### src/rtl/sync_fifo_gen2_pkg.sv
// ----------------------------------------------------------------------------
// sync_fifo_gen2_pkg
//   Shared definitions for the generalised single-clock FIFO: default
//   geometry, width helpers for the count/threshold and pointer buses, and
//   the packed status word used by the FIFO and its testbench.
//   Optional feature macro: SYNC_FIFO_GEN2_FWFT_EN (see sync_fifo_gen2.sv).
// ----------------------------------------------------------------------------
package sync_fifo_gen2_pkg;

    localparam int DEFAULT_WIDTH = 16;
    localparam int DEFAULT_DEPTH = 8;

    // Width able to hold every occupancy value 0..depth inclusive.
    function automatic int cnt_w(input int depth);
        return $clog2(depth + 1);
    endfunction

    // Width able to address entries 0..depth-1 (never narrower than 1 bit).
    function automatic int ptr_w(input int depth);
        return (depth > 1) ? $clog2(depth) : 1;
    endfunction

    typedef struct packed {
        logic full;
        logic empty;
        logic almostfull;
        logic almostempty;
        logic overflow;
        logic underflow;
        logic wr_ack;
    } fifo_status_t;

endpackage

### src/rtl/sync_fifo_gen2_if.sv
// ----------------------------------------------------------------------------
// sync_fifo_gen2_if
//   Handshake/data bundle between a producer/consumer and the FIFO.
//   Parameters: WIDTH (data word), DEPTH (entries); CNT_W is derived.
//   Modports:
//     master : drives wr_en, data_in, rd_en, afull_thr, aempty_thr;
//              observes data_out, rd_valid, wr_ack, overflow, underflow,
//              full, empty, almostfull, almostempty, count.
//     slave  : the FIFO side, directions mirrored.
// ----------------------------------------------------------------------------
interface sync_fifo_gen2_if
    import sync_fifo_gen2_pkg::*;
#(
    parameter int WIDTH = DEFAULT_WIDTH,
    parameter int DEPTH = DEFAULT_DEPTH
);
    localparam int CNT_W = cnt_w(DEPTH);

    logic             wr_en;
    logic [WIDTH-1:0] data_in;
    logic             rd_en;
    logic [CNT_W-1:0] afull_thr;
    logic [CNT_W-1:0] aempty_thr;
    logic [WIDTH-1:0] data_out;
    logic             rd_valid;
    logic             wr_ack;
    logic             overflow;
    logic             underflow;
    logic             full;
    logic             empty;
    logic             almostfull;
    logic             almostempty;
    logic [CNT_W-1:0] count;

    modport master (
        output wr_en, data_in, rd_en, afull_thr, aempty_thr,
        input  data_out, rd_valid, wr_ack, overflow, underflow,
               full, empty, almostfull, almostempty, count
    );

    modport slave (
        input  wr_en, data_in, rd_en, afull_thr, aempty_thr,
        output data_out, rd_valid, wr_ack, overflow, underflow,
               full, empty, almostfull, almostempty, count
    );

endinterface

### src/rtl/sync_fifo_gen2_ram.sv
// ----------------------------------------------------------------------------
// sync_fifo_gen2_ram
//   DEPTH x WIDTH simple dual-port storage: synchronous write, asynchronous
//   read. Address range is 0..DEPTH-1; DEPTH need not be a power of two.
//   Ports:
//     clk    in   clock, rising edge
//     we     in   write enable
//     waddr  in   write address
//     wdata  in   write data
//     raddr  in   read address
//     rdata  out  read data (combinational from raddr)
// ----------------------------------------------------------------------------
module sync_fifo_gen2_ram
    import sync_fifo_gen2_pkg::*;
#(
    parameter int WIDTH = DEFAULT_WIDTH,
    parameter int DEPTH = DEFAULT_DEPTH
) (
    input  logic                      clk,
    input  logic                      we,
    input  logic [ptr_w(DEPTH)-1:0]   waddr,
    input  logic [WIDTH-1:0]          wdata,
    input  logic [ptr_w(DEPTH)-1:0]   raddr,
    output logic [WIDTH-1:0]          rdata
);

    logic [WIDTH-1:0] mem [DEPTH];

    // NOTE: the array has no reset; contents are only meaningful once the
    // pointers say so, and a reset-free array maps onto RAM primitives.
    always_ff @(posedge clk) begin
        if (we) begin
            mem[waddr] <= wdata;
        end
    end

    assign rdata = mem[raddr];

endmodule

### src/rtl/sync_fifo_gen2.sv
// ----------------------------------------------------------------------------
// sync_fifo_gen2
//   Parametrised single-clock FIFO with run-time almost-full / almost-empty
//   thresholds, write-through when full with a simultaneous read, and an
//   exposed occupancy count.
//   Parameters: WIDTH (>=1), DEPTH (>=2, any integer).
//   Ports:
//     clk  in  clock, rising edge
//     rst  in  asynchronous, active-high reset
//     bus  sync_fifo_gen2_if.slave (data, handshake, thresholds, status)
//   Configuration macro SYNC_FIFO_GEN2_FWFT_EN:
//     defined   -> first-word-fall-through: data_out shows the head entry
//                  combinationally, rd_valid = !empty, rd_en pops it.
//     undefined -> registered read: data_out loads the head on an accepted
//                  read (1-cycle latency), rd_valid pulses alongside.
//   Status and acknowledge timing is identical in both modes.
// ----------------------------------------------------------------------------
module sync_fifo_gen2
    import sync_fifo_gen2_pkg::*;
#(
    parameter int WIDTH = DEFAULT_WIDTH,
    parameter int DEPTH = DEFAULT_DEPTH
) (
    input logic              clk,
    input logic              rst,
    sync_fifo_gen2_if.slave  bus
);

    localparam int CNT_W = cnt_w(DEPTH);
    localparam int PTR_W = ptr_w(DEPTH);
    localparam logic [CNT_W-1:0] DEPTH_CNT = CNT_W'(DEPTH);
    localparam logic [PTR_W-1:0] LAST_PTR  = PTR_W'(DEPTH - 1);

    logic [PTR_W-1:0] wr_ptr;
    logic [PTR_W-1:0] rd_ptr;
    logic [CNT_W-1:0] count;
    logic [WIDTH-1:0] ram_rdata;

    logic             full;
    logic             empty;
    logic             wr_ok;
    logic             rd_ok;
    logic             afull_en;
    logic             aempty_en;

    logic             wr_ack_q;
    logic             overflow_q;
    logic             underflow_q;

    fifo_status_t     status;

    // Pointers wrap by explicit compare so non-power-of-two depths work.
    function automatic logic [PTR_W-1:0] ptr_inc(input logic [PTR_W-1:0] p);
        return (p == LAST_PTR) ? '0 : p + PTR_W'(1);
    endfunction

    assign full  = (count == DEPTH_CNT);
    assign empty = (count == '0);

    // A read while full frees a slot in the same cycle, so the write is
    // accepted too and the count stays put.
    assign rd_ok = bus.rd_en && !empty;
    assign wr_ok = bus.wr_en && (!full || bus.rd_en);

    // Thresholds of 0 or above DEPTH disable their flag.
    assign afull_en  = (bus.afull_thr  != '0) && (bus.afull_thr  <= DEPTH_CNT);
    assign aempty_en = (bus.aempty_thr != '0) && (bus.aempty_thr <= DEPTH_CNT);

    // NOTE: state registers use non-blocking assignments so every register
    // samples pre-edge values regardless of statement order.
    always_ff @(posedge clk or posedge rst) begin
        if (rst) begin
            wr_ptr      <= '0;
            rd_ptr      <= '0;
            count       <= '0;
            wr_ack_q    <= 1'b0;
            overflow_q  <= 1'b0;
            underflow_q <= 1'b0;
        end else begin
            if (wr_ok) begin
                wr_ptr <= ptr_inc(wr_ptr);
            end
            if (rd_ok) begin
                rd_ptr <= ptr_inc(rd_ptr);
            end
            unique case ({wr_ok, rd_ok})
                2'b10:   count <= count + CNT_W'(1);
                2'b01:   count <= count - CNT_W'(1);
                default: count <= count;
            endcase
            wr_ack_q    <= wr_ok;
            overflow_q  <= bus.wr_en && !wr_ok;
            underflow_q <= bus.rd_en && empty;
        end
    end

    sync_fifo_gen2_ram #(
        .WIDTH (WIDTH),
        .DEPTH (DEPTH)
    ) u_ram (
        .clk   (clk),
        .we    (wr_ok),
        .waddr (wr_ptr),
        .wdata (bus.data_in),
        .raddr (rd_ptr),
        .rdata (ram_rdata)
    );

`ifdef SYNC_FIFO_GEN2_FWFT_EN
    // Head entry is presented directly; rd_en acknowledges it.
    assign bus.data_out = ram_rdata;
    assign bus.rd_valid = !empty;
`else
    logic [WIDTH-1:0] data_q;
    logic             rd_valid_q;

    always_ff @(posedge clk or posedge rst) begin
        if (rst) begin
            data_q     <= '0;
            rd_valid_q <= 1'b0;
        end else begin
            if (rd_ok) begin
                data_q <= ram_rdata;
            end
            rd_valid_q <= rd_ok;
        end
    end

    assign bus.data_out = data_q;
    assign bus.rd_valid = rd_valid_q;
`endif

    // NOTE: a default assignment first keeps this block free of latches.
    always_comb begin
        status             = '0;
        status.full        = full;
        status.empty       = empty;
        status.almostfull  = afull_en && (count >= bus.afull_thr) && !full;
        status.almostempty = aempty_en && (count <= bus.aempty_thr) && !empty;
        status.overflow    = overflow_q;
        status.underflow   = underflow_q;
        status.wr_ack      = wr_ack_q;
    end

    assign bus.full        = status.full;
    assign bus.empty       = status.empty;
    assign bus.almostfull  = status.almostfull;
    assign bus.almostempty = status.almostempty;
    assign bus.overflow    = status.overflow;
    assign bus.underflow   = status.underflow;
    assign bus.wr_ack      = status.wr_ack;
    assign bus.count       = count;

endmodule
### src/flat_wrapper.sv
// flat-port wrapper written by rule: the top's interface ports become plain ports
module sync_fifo_gen2_flat import sync_fifo_gen2_pkg::*;
#(
    parameter int WIDTH = DEFAULT_WIDTH,
    parameter int DEPTH = DEFAULT_DEPTH
)
  (clk, rst, bus_wr_en, bus_data_in, bus_rd_en, bus_afull_thr, bus_aempty_thr, bus_data_out, bus_rd_valid, bus_wr_ack, bus_overflow, bus_underflow, bus_full, bus_empty, bus_almostfull, bus_almostempty, bus_count);
  sync_fifo_gen2_if #(.WIDTH(WIDTH), .DEPTH(DEPTH)) bus_i ();
  input logic clk;
  input logic rst;
  input wire logic [$bits(bus_i.wr_en)-1:0] bus_wr_en;
  input wire logic [$bits(bus_i.data_in)-1:0] bus_data_in;
  input wire logic [$bits(bus_i.rd_en)-1:0] bus_rd_en;
  input wire logic [$bits(bus_i.afull_thr)-1:0] bus_afull_thr;
  input wire logic [$bits(bus_i.aempty_thr)-1:0] bus_aempty_thr;
  output wire logic [$bits(bus_i.data_out)-1:0] bus_data_out;
  output wire logic [$bits(bus_i.rd_valid)-1:0] bus_rd_valid;
  output wire logic [$bits(bus_i.wr_ack)-1:0] bus_wr_ack;
  output wire logic [$bits(bus_i.overflow)-1:0] bus_overflow;
  output wire logic [$bits(bus_i.underflow)-1:0] bus_underflow;
  output wire logic [$bits(bus_i.full)-1:0] bus_full;
  output wire logic [$bits(bus_i.empty)-1:0] bus_empty;
  output wire logic [$bits(bus_i.almostfull)-1:0] bus_almostfull;
  output wire logic [$bits(bus_i.almostempty)-1:0] bus_almostempty;
  output wire logic [$bits(bus_i.count)-1:0] bus_count;
  assign bus_i.wr_en = bus_wr_en;
  assign bus_i.data_in = bus_data_in;
  assign bus_i.rd_en = bus_rd_en;
  assign bus_i.afull_thr = bus_afull_thr;
  assign bus_i.aempty_thr = bus_aempty_thr;
  assign bus_data_out = bus_i.data_out;
  assign bus_rd_valid = bus_i.rd_valid;
  assign bus_wr_ack = bus_i.wr_ack;
  assign bus_overflow = bus_i.overflow;
  assign bus_underflow = bus_i.underflow;
  assign bus_full = bus_i.full;
  assign bus_empty = bus_i.empty;
  assign bus_almostfull = bus_i.almostfull;
  assign bus_almostempty = bus_i.almostempty;
  assign bus_count = bus_i.count;
  sync_fifo_gen2 #(.WIDTH(WIDTH), .DEPTH(DEPTH)) u_core (.clk(clk), .rst(rst), .bus(bus_i));
endmodule
### config.mk
export PLATFORM = sky130hd
export DESIGN_NAME = sync_fifo_gen2_flat
export DESIGN_NICKNAME = d
export VERILOG_FILES = /design/src/rtl/sync_fifo_gen2_pkg.sv /design/src/rtl/sync_fifo_gen2_if.sv /design/src/rtl/sync_fifo_gen2_ram.sv /design/src/rtl/sync_fifo_gen2.sv /design/src/flat_wrapper.sv
export SDC_FILE = /design/constraint.sdc
export NUM_CORES = 1
export LEC_CHECK = 0
export CAP_MARGIN = 40
export CELL_PAD_IN_SITES_DETAIL_PLACEMENT = 1
export CELL_PAD_IN_SITES_GLOBAL_PLACEMENT = 1
export CORE_MARGIN = 8
export CORE_UTILIZATION = 30
export CTS_BUF_LIST = sky130_fd_sc_hd__clkbuf_4
export DETAILED_ROUTE_END_ITERATION = 6
export HOLD_SLACK_MARGIN = 0.02
export PLACE_DENSITY_LB_ADDON = 0.1
export SLEW_MARGIN = 20
export SYNTH_ARGS = -nofsm -noshare
export SYNTH_HDL_FRONTEND = slang
export SYNTH_SLANG_ARGS = --single-unit
### constraint.sdc
create_clock -name clk -period 4.1 [get_ports clk]
set_clock_uncertainty 0.1 [all_clocks]
set_input_delay 1.23 -clock clk [delete_from_list [all_inputs] [get_ports clk]]
set_output_delay 1.23 -clock clk [all_outputs]
set_load 0.05 [all_outputs]
== Word-level counts from Yosys, hierarchy flattened ==
Memories as Yosys holds them, arrays and structs flattened. A register that Yosys moved wholly into a read port is not among the register bits.
Index checks and enable logic that the tools add are counted.
Word-level totals
  register bits: 14
  bits in latches: 0
  bits in writable memories: 128
  ROM bits: 0
  bits of input ports: 28
  output and inout port bits: 28
  logic and storage cells: 44
  memories: 1
Operators by class
  $add $sub $neg: 4
  multiply operators: 0
  divide/modulo/power cells: 0
  magnitude comparators: 4
  equal/unequal tests: 5
  shift-type cells: 0
  mux-type cells: 5
  bitwise logic cells: 0
  reduce and logical (&&, ||, !) cells: 18
Memory list
  u_core.u_ram.mem: words 8, bits a word 16, read ports 1, clocked after Yosys merged registers in 1, write ports 1, line sync_fifo_gen2_ram.sv:27  | logic [WIDTH-1:0] mem [DEPTH];
Operators by type and width (number)
  $logic_and 1x1->1: 10
  $le 4x4->1 const B: 2
  $pmux 4 s2: 1
  $reduce_bool 4->1: 2
  $add 3x1->3 const B: 2
  $eq 3x3->1 const B: 2
  $mux 3: 2
  $add 4x1->4 const B: 1
  $eq 4x4->1 const B: 1
  $ge 4x4->1: 1
  $le 4x4->1: 1
  $logic_not 4->1: 1
  $sub 4x1->4 const B: 1
  $logic_not 1->1: 3
  $eq 2x1->1 const B: 1
  $eq 2x2->1 const B: 1
  $mux 1: 2
  $reduce_bool 2->1: 1
  $logic_or 1x1->1: 1

== Logic depth before layout (Yosys ltp) ==
Gate-level depths: netlist of the first run.
  depth in word-level cells: 6
  depth in mapped cells: 13
  depth with buffers taken out: 10

== By module ==
From an unflattened synthesis of the first run, not the netlist that was laid out.
Second synthesis, totals
  cell total of the unflattened synthesis: 323
  area, all modules: 6571.3 sq um
By module, submodules not included
  sync_fifo_gen2_ram: times used 1, cells each 198, area an instance 4973.5 sq um, sequential area each 3843.7 sq um
  sync_fifo_gen2: times used 1, cells each 125, area an instance 1597.8 sq um, sequential area each 750.7 sq um

== Least setup slack after synthesis of the first run ==
OpenSTA, ideal clock, no wires.
  kind: input to output
  from: input bus_aempty_thr[3]
  to: output bus_almostempty
  arrival: 2.922 ns
  slack: -0.152 ns
  stages: 5
  cells stage by stage: inv_1 ha_1 a21oi_1 o21ai_0 a211oi_1
On the way
  cells in the longest elaborated chain, start to end: 4
Ends and longest elaborated chain
  start, declared: line flat_wrapper.sv:15  | input wire logic [$bits(bus_i.aempty_thr)-1:0] bus_aempty_thr;
  $le 4x4->1 / $reduce_bool 4->1 (equally long branches): line sync_fifo_gen2.sv:67  | assign aempty_en = (bus.aempty_thr != '0) && (bus.aempty_thr <= DEPTH_CNT);
  $logic_and 1x1->1: line sync_fifo_gen2.sv:67
  $logic_and 1x1->1 (*) (2 in series): line sync_fifo_gen2.sv:139  | status.almostempty = aempty_en && (count <= bus.aempty_thr) && !empty;
  end, declared: line flat_wrapper.sv:24  | output wire logic [$bits(bus_i.almostempty)-1:0] bus_almostempty;
Every way passes the cells marked *; elsewhere a longest branch is shown, timed or not.

== Worst setup path after layout of the first run ==
Same ends and word-level chain as after synthesis.

==> flow_summary.ini, run 1 <==
[status]
status = completed

[setup_path]
r2r-start = u_core.bus.count[1]
cp_num_buf_inv = 3
crit_family = buffers and inverters
ff2ff_setup_slack_ns = 1.17
crit_path_end_kind = output port
slowest_stage = clkdlybuf4s50_1
critPathLaunch = bus_aempty_thr[3]
setup.worst_path.start_class = input port
crit_fanout = 3
crit_type = input port to output port
max_stage_delay_ns = 0.46
arrival_ns = 2.72
r2r_cells = 9
worstPathCellList = clkdlybuf4s50_1 -> inv_1 -> ha_1 -> a21oi_1 -> o21ai_1 -> a211oi_2 -> buf_12
reg2reg_to = u_core.bus.count[2]
critical_path_depth = 7
required_ns = 2.77

[synth]
synth_top_cell_area_share = 0.5965
syn_inst = 398
synth_cell_types = 35
synth-edff-count = 128
yosysTopAreaCell = edfxtp_1
synthTopCellsByCount = edfxtp_1 (128), mux2_2 (34), mux2i_1 (32)
async_flop_share = 0.1899
synth-main-ff-cell = edfxtp_1
syn_area_per_cell_um2 = 16.19
ys_ff_latch = 158
synth_fp_nets = 441
synth_most_common_cell = edfxtp_1
ys_seq_area_frac = 0.7130
yosys_warnings = 0
syn_area_um2 = 6444
synth_area_leaders = edfxtp_1 (60%), dfrtp_1 (12%), mux2_2 (5.9%), mux2i_1 (5.0%), ha_1 (2.9%)

[route]
ant_nets = 0
viasPerCell = 4.689
wirelength_mm = 15.04
drc = 0
post_drt_wl_per_cell_um = 19.73
drt_first_iter_violations = 132
dr_total_vias = 3573
firstDrtPassIters = 4

[finish]
fin_cells = 762
fin_nets = 515
syn2layout_area_growth_pct = 21.42
fillers = 2154
drive_gt1_frac = 0.2103

[timing]
fmax_ghz = 0.2470
setup_viol = 0
finalMaxSlewViolations = 0
fin_crit_sh = 0.9874
rsz0062_at_grt = true
setup-tns-final_ns = 0
slew-limit-headroom = 0.6136
final.setup.worst_slack_ns = 0.05183
hold_viol_final = 0
tightest_slew_ns = 0.5765
min_period_ns = 4.048

[placed_design]
dp.final_hpwl_mm = 9.337
pre_cts_ws_ns = -0.002333
gp_congestion = 0.7118
place_inst = 727
portBuffers = 55

[cts]
clk_pin_slew_ns = 0.14
numCtsBuffers = 17
cts_tree = done
cts_root_buffer = clkbuf_4
h-tree-depth = 4
clock_sinks = 158
hold_buffers = 0
clock_latency_ns = 0.56
clockBufferDepth = 2

[floorplan]
pin_count = 56
num_rows = 53
start_util = 0.3065
die_area_um2 = 26420
die_y_um = 162.6
die_x_um = 162.6
core_um2 = 21020

[global_route]
grt_pass1_vias = 3863
antenna_found_initial = 1
grt_overflow = 0
grt_max_degree = 38
grt_usage = 0.1183
grt_pass1_wl_mm = 23.27

[hold_path]
hold_depth = 2
whs_endpoint = u_core.bus.data_out[5]
hp-start = u_core.bus.data_out[5]
hold_path.class = register to register

[pwr]
combPwrFrac = 0.404
pwr-share-seq = 0.410
power.leakage_nw = 2.849
finalPower_mw = 5.499
power.share.clock = 0.186
power_density_nw_per_um2 = 702.9
p_switching_mw = 2.088
switching_share = 0.3796
vdd_drop_max_mv = 0.2350
internal-power_mw = 3.411

[flow_run]
cap_viol_max_count = 0
-- repair_timing --
item,4_1_cts,5_1_grt
pin swaps,1,1
setup endpoints to repair,1,4
resized for setup,3,3
setup buffers,0,0
endpoints found under the hold margin,0,0
-- logic make-up (layout without fill, tap and decap cells) --
logic type,after synthesis,count (layout),share of synthesized area
other cells,0,2,0
fa+ha+maj,15,15,0.02913
flops,158,158,0.7130
buf+inv,30,117,0.02563
simple gates,59,59,0.04544
compound gates,63,63,0.06815
xor+xnor,7,7,0.009515
mux,66,66,0.1091
-- worst min-delay path: cells and delay by family, from the launching register on --
family	cells	cell delay (ns)
compound gates	1	0.06
flops	1	0.37
simple gates	1	0.05
-- power groups by stage --
stage	Sequential, mW	Combinational, mW	Clock, mW
after floorplan	2.59	1.15	0
after CTS	2.32	2.21	1.07
after global placement	2.33	2.11	0
final	2.25	2.22	1.02
after detailed placement	2.35	2.19	0
after global routing	2.30	2.41	1.14
-- worst max-delay path by stage --
stage	endpoint	slack (ns)
final	bus_almostempty	0.05
after global routing	bus_almostempty	-0.03
after CTS	bus_almostempty	0.002
after detailed placement	bus_almostempty	-0.002
after global placement	bus_almostempty	0.04
after floorplan	bus_almostempty	0.28
-- layer usage --
metal,vias up,global-route usage,share of wire
met5,-,0,0
met4,0,0.03503,0.012
met3,14,0.03691,0.041
met2,56,0.1920,0.48
met1,1820,0.1492,0.46
li1,1683,-,-
-- registers in the layout, summed over array words and instances, names as in the netlist, 3 cells and up --
name and cells:
u_core.rd_ptr 3, u_core.wr_ptr 3, u_core.bus.data_out 16, u_core.bus.count 4, u_core.u_ram.mem 128
-- area by class of cell --
cell class / count / area, um2 / area share
diodes: 2 / 5.005 / 0.0006397
well taps: 275 / 344.1 / 0.04398
multi-input cells: 210 / 1737 / 0.2220
flip-flops and latches: 158 / 4596 / 0.5874
clock inverters: 14 / 181.4 / 0.02319
clock buffers: 18 / 135.1 / 0.01727
repair buffers: 73 / 780.7 / 0.09979
inverters: 12 / 45.04 / 0.005757
-- through the flow --
step	hold WS, ns	instance area [um2]	util
detailed placement	0.3774	7458	0.3548
finish	0.3996	7824	0.3722
CTS	0.4095	7791	0.3706
global route	0.4349	7824	0.3722
global placement	0.3680	7398	0.3519
floorplan	0.4224	6449	-
-- cells in the final DEF, fill, tap and decap left out, types with 7 or more instances in the layout --
| master | instances |
|---|---|
| edfxtp_1 | 128 |
| clkdlybuf4s50_1 | 50 |
| mux2_2 | 34 |
| mux2i_1 | 32 |
| dfrtp_1 | 29 |
| nand2_1 | 28 |
| o21ai_1 | 18 |
| clkbuf_4 | 18 |
| o22ai_1 | 17 |
| a221o_1 | 16 |
| ha_1 | 14 |
| inv_1 | 11 |
| buf_4 | 11 |
| nand2b_1 | 7 |
No activity file was read; power rests on OpenSTA's default activity.
==> run 2: changes to the inputs <==
- ABC_AREA: unset -> 1
==> run 2 against run 1 <==
- first-iteration DRC count increased by 18%
- register-to-register slack improved by 0.38 ns
- critical path depth increased by 1
- critical path type unchanged
- routed wire length increased by 17%
- critical endpoint is now bus_almostfull
- worst hold slack got worse by 0.0069 ns
- design area increased by 0.99%
==> flow_summary.ini, run 2 <==
[floorplan]
die_area_um2 = 27180
start_util = 0.3047
pin_count = 56
die_y_um = 164.9
core_um2 = 21820
num_rows = 54
die_x_um = 164.9

[timing]
setup-tns-final_ns = 0
final.setup.worst_slack_ns = 0.07947
finalMaxSlewViolations = 0
hold_viol_final = 0
rsz0062_at_grt = false
tightest_slew_ns = 0.7589
setup_viol = 0
slew-limit-headroom = 0.4933
min_period_ns = 4.021
fmax_ghz = 0.2487
fin_crit_sh = 0.9806

[placed_design]
pre_cts_ws_ns = -0.06221
place_inst = 905
dp.final_hpwl_mm = 10.66
portBuffers = 55
gp_congestion = 0.7142

[cts]
cts_tree = done
clock_latency_ns = 0.55
cts_root_buffer = clkbuf_4
clock_sinks = 158
hold_buffers = 0
clk_pin_slew_ns = 0.12
numCtsBuffers = 17
postCtsSetupRepairBufs = 0
h-tree-depth = 4
clockBufferDepth = 2

[setup_path]
r2r_cells = 12
r2r-start = u_core.bus.count[3]
setup.worst_path.start_class = input port
crit_fanout = 2
max_stage_delay_ns = 0.45
crit_path_end_kind = output port
required_ns = 2.77
reg2reg_to = u_core.bus.count[2]
slowest_stage = clkdlybuf4s50_1
arrival_ns = 2.69
worstPathCellList = clkdlybuf4s50_1 -> inv_1 -> ha_1 -> nand2_1 -> o21ai_1 -> nor2_1 -> nor3_2 -> clkbuf_16
ff2ff_setup_slack_ns = 1.55
cp_num_buf_inv = 3
crit_type = input port to output port
crit_family = buffers and inverters

[route]
firstDrtPassIters = 4
post_drt_wl_per_cell_um = 18.63
viasPerCell = 4.746
ant_nets = 0
dr_total_vias = 4466
drt_first_iter_violations = 156
wirelength_mm = 17.53
drc = 0

[finish]
layout_common_cells = nor2_1 (139), edfxtp_1 (128), nand3_1 (56), o21ai_0 (56), nand2_1 (55)
fin_cells = 941
fin_util = 0.3621
syn2layout_area_growth_pct = 18.84
largest_register_ffs = 128
largest-register = u_core.u_ram.mem
drive_gt1_frac = 0.1185
fin_nets = 688
layout_commonest_cell = nor2_1

[synth]
synth_cell_types = 30
async_flop_share = 0.1899
syn_inst = 580
synth-main-ff-cell = edfxtp_1
synth_most_common_cell = nor2_1
syn_area_per_cell_um2 = 11.46
synth_area_leaders = edfxtp_1 (58%), dfrtp_1 (11%), nor2_1 (7.8%), o21ai_0 (4.4%), nand3_1 (4.2%)
synth-edff-count = 128
yosys_warnings = 0
yosysTopAreaCell = edfxtp_1
synth_top_cell_area_share = 0.5781
ys_ff_latch = 158
ys_seq_area_frac = 0.6910
syn_area_um2 = 6649
synthTopCellsByCount = nor2_1 (139), edfxtp_1 (128), o21ai_0 (58)
synth_fp_nets = 623

[pwr]
vdd_drop_max_mv = 0.3443
finalPower_mw = 5.592
internal-power_mw = 3.245
combPwrFrac = 0.430
power.share.clock = 0.175
switching_share = 0.4198
power.leakage_nw = 2.930
power_density_nw_per_um2 = 707.7
pwr-share-seq = 0.394
p_switching_mw = 2.347

[hold_path]
hold_path.class = register to register
hp-start = u_core.bus.data_out[14]
hold_depth = 2
whs_endpoint = u_core.bus.data_out[14]

[flow_run]
cap_viol_max_count = 0

[global_route]
grt_overflow = 0
grt_usage = 0.1337
antenna_found_initial = 1
grt_pass1_wl_mm = 27.22
grt_max_degree = 66
grt_pass1_vias = 4773

[status]
status = completed
==> run 2: timing repair <==
| item | in CTS | in global routing |
|---|---|---|
| pin swaps | 1 | 2 |
| resized for setup | 2 | 8 |
| setup endpoints to repair | 1 | 2 |
==> run 2: kinds of logic (layout without fill, tap and decap cells) <==
kind of cell | Yosys count | in the layout | share of synthesized area
compound gates | 81 | 81 | 0.06116
flops | 158 | 158 | 0.6910
other cells | 0 | 3 | 0
xor+xnor | 3 | 3 | 0.003953
fa+ha+maj | 15 | 15 | 0.02823
buf+inv | 57 | 135 | 0.04648
simple gates | 266 | 266 | 0.1692
==> run 2: worst reg2reg max path, stage by stage (launching register included) <==
cell,delay (ns)
dfrtp_1,0.57
inv_1,0.13
nand4_2,0.21
nand2_4,0.31
inv_4,0.05
ha_1,0.23
nand2_1,0.08
inv_1,0.05
nor2_1,0.15
ha_1,0.17
a21oi_1,0.05
or2_0,0.24
a31oi_1,0.14
==> run 2: per-layer routing <==
metal  wire length, um  share of wire  vias up  track usage
met5                 0              0        -            0
met4               269          0.015        0      0.05119
met3               592          0.034       23      0.02792
met2              8585           0.49       76       0.2232
met1              8088           0.46     2231       0.1674
li1                  -              -     2136            -
==> run 2: per-stage QoR <==
stage	cell area, um2	hold WS (ns)
CTS	7833	0.3990
global placement	7502	0.3638
global route	7901	0.4181
floorplan	6654	0.4159
detailed placement	7530	0.3653
finish	7901	0.3927
==> run 2: area by class of cell <==
| cell class | instances | area, um2 |
|---|---|---|
| fillers | 2417 | 13920 |
| flip-flops and latches | 158 | 4596 |
| multi-input cells | 365 | 1795 |
| repair buffers | 73 | 738.2 |
| well taps | 280 | 350.3 |
| clock inverters | 15 | 171.4 |
| clock buffers | 17 | 127.6 |
| inverters | 30 | 115.1 |
| diodes | 3 | 7.507 |
==> run 2: worst max path at each step <==
stage                                  to         startpoint  slack, ns  depth (start not counted)
after floorplan           bus_almostempty  bus_aempty_thr[1]       0.25                          5
after detailed placement  bus_almostempty  bus_aempty_thr[3]      -0.06                          7
after global routing       bus_almostfull   bus_afull_thr[3]       0.01                          8
after CTS                 bus_almostempty  bus_aempty_thr[3]       0.02                          7
final                      bus_almostfull   bus_afull_thr[2]       0.08                          8
after global placement    bus_almostempty  bus_aempty_thr[3]       0.08                          7
==> run 2: power by group through the flow <==
stage,combinational [mW],sequential [mW],clock (mW)
finish,2.41,2.20,0.981
global placement,2.35,2.23,0
floorplan,1.29,2.57,0
global route,2.67,2.24,1.08
detailed placement,2.44,2.24,0
CTS,2.45,2.20,1.02
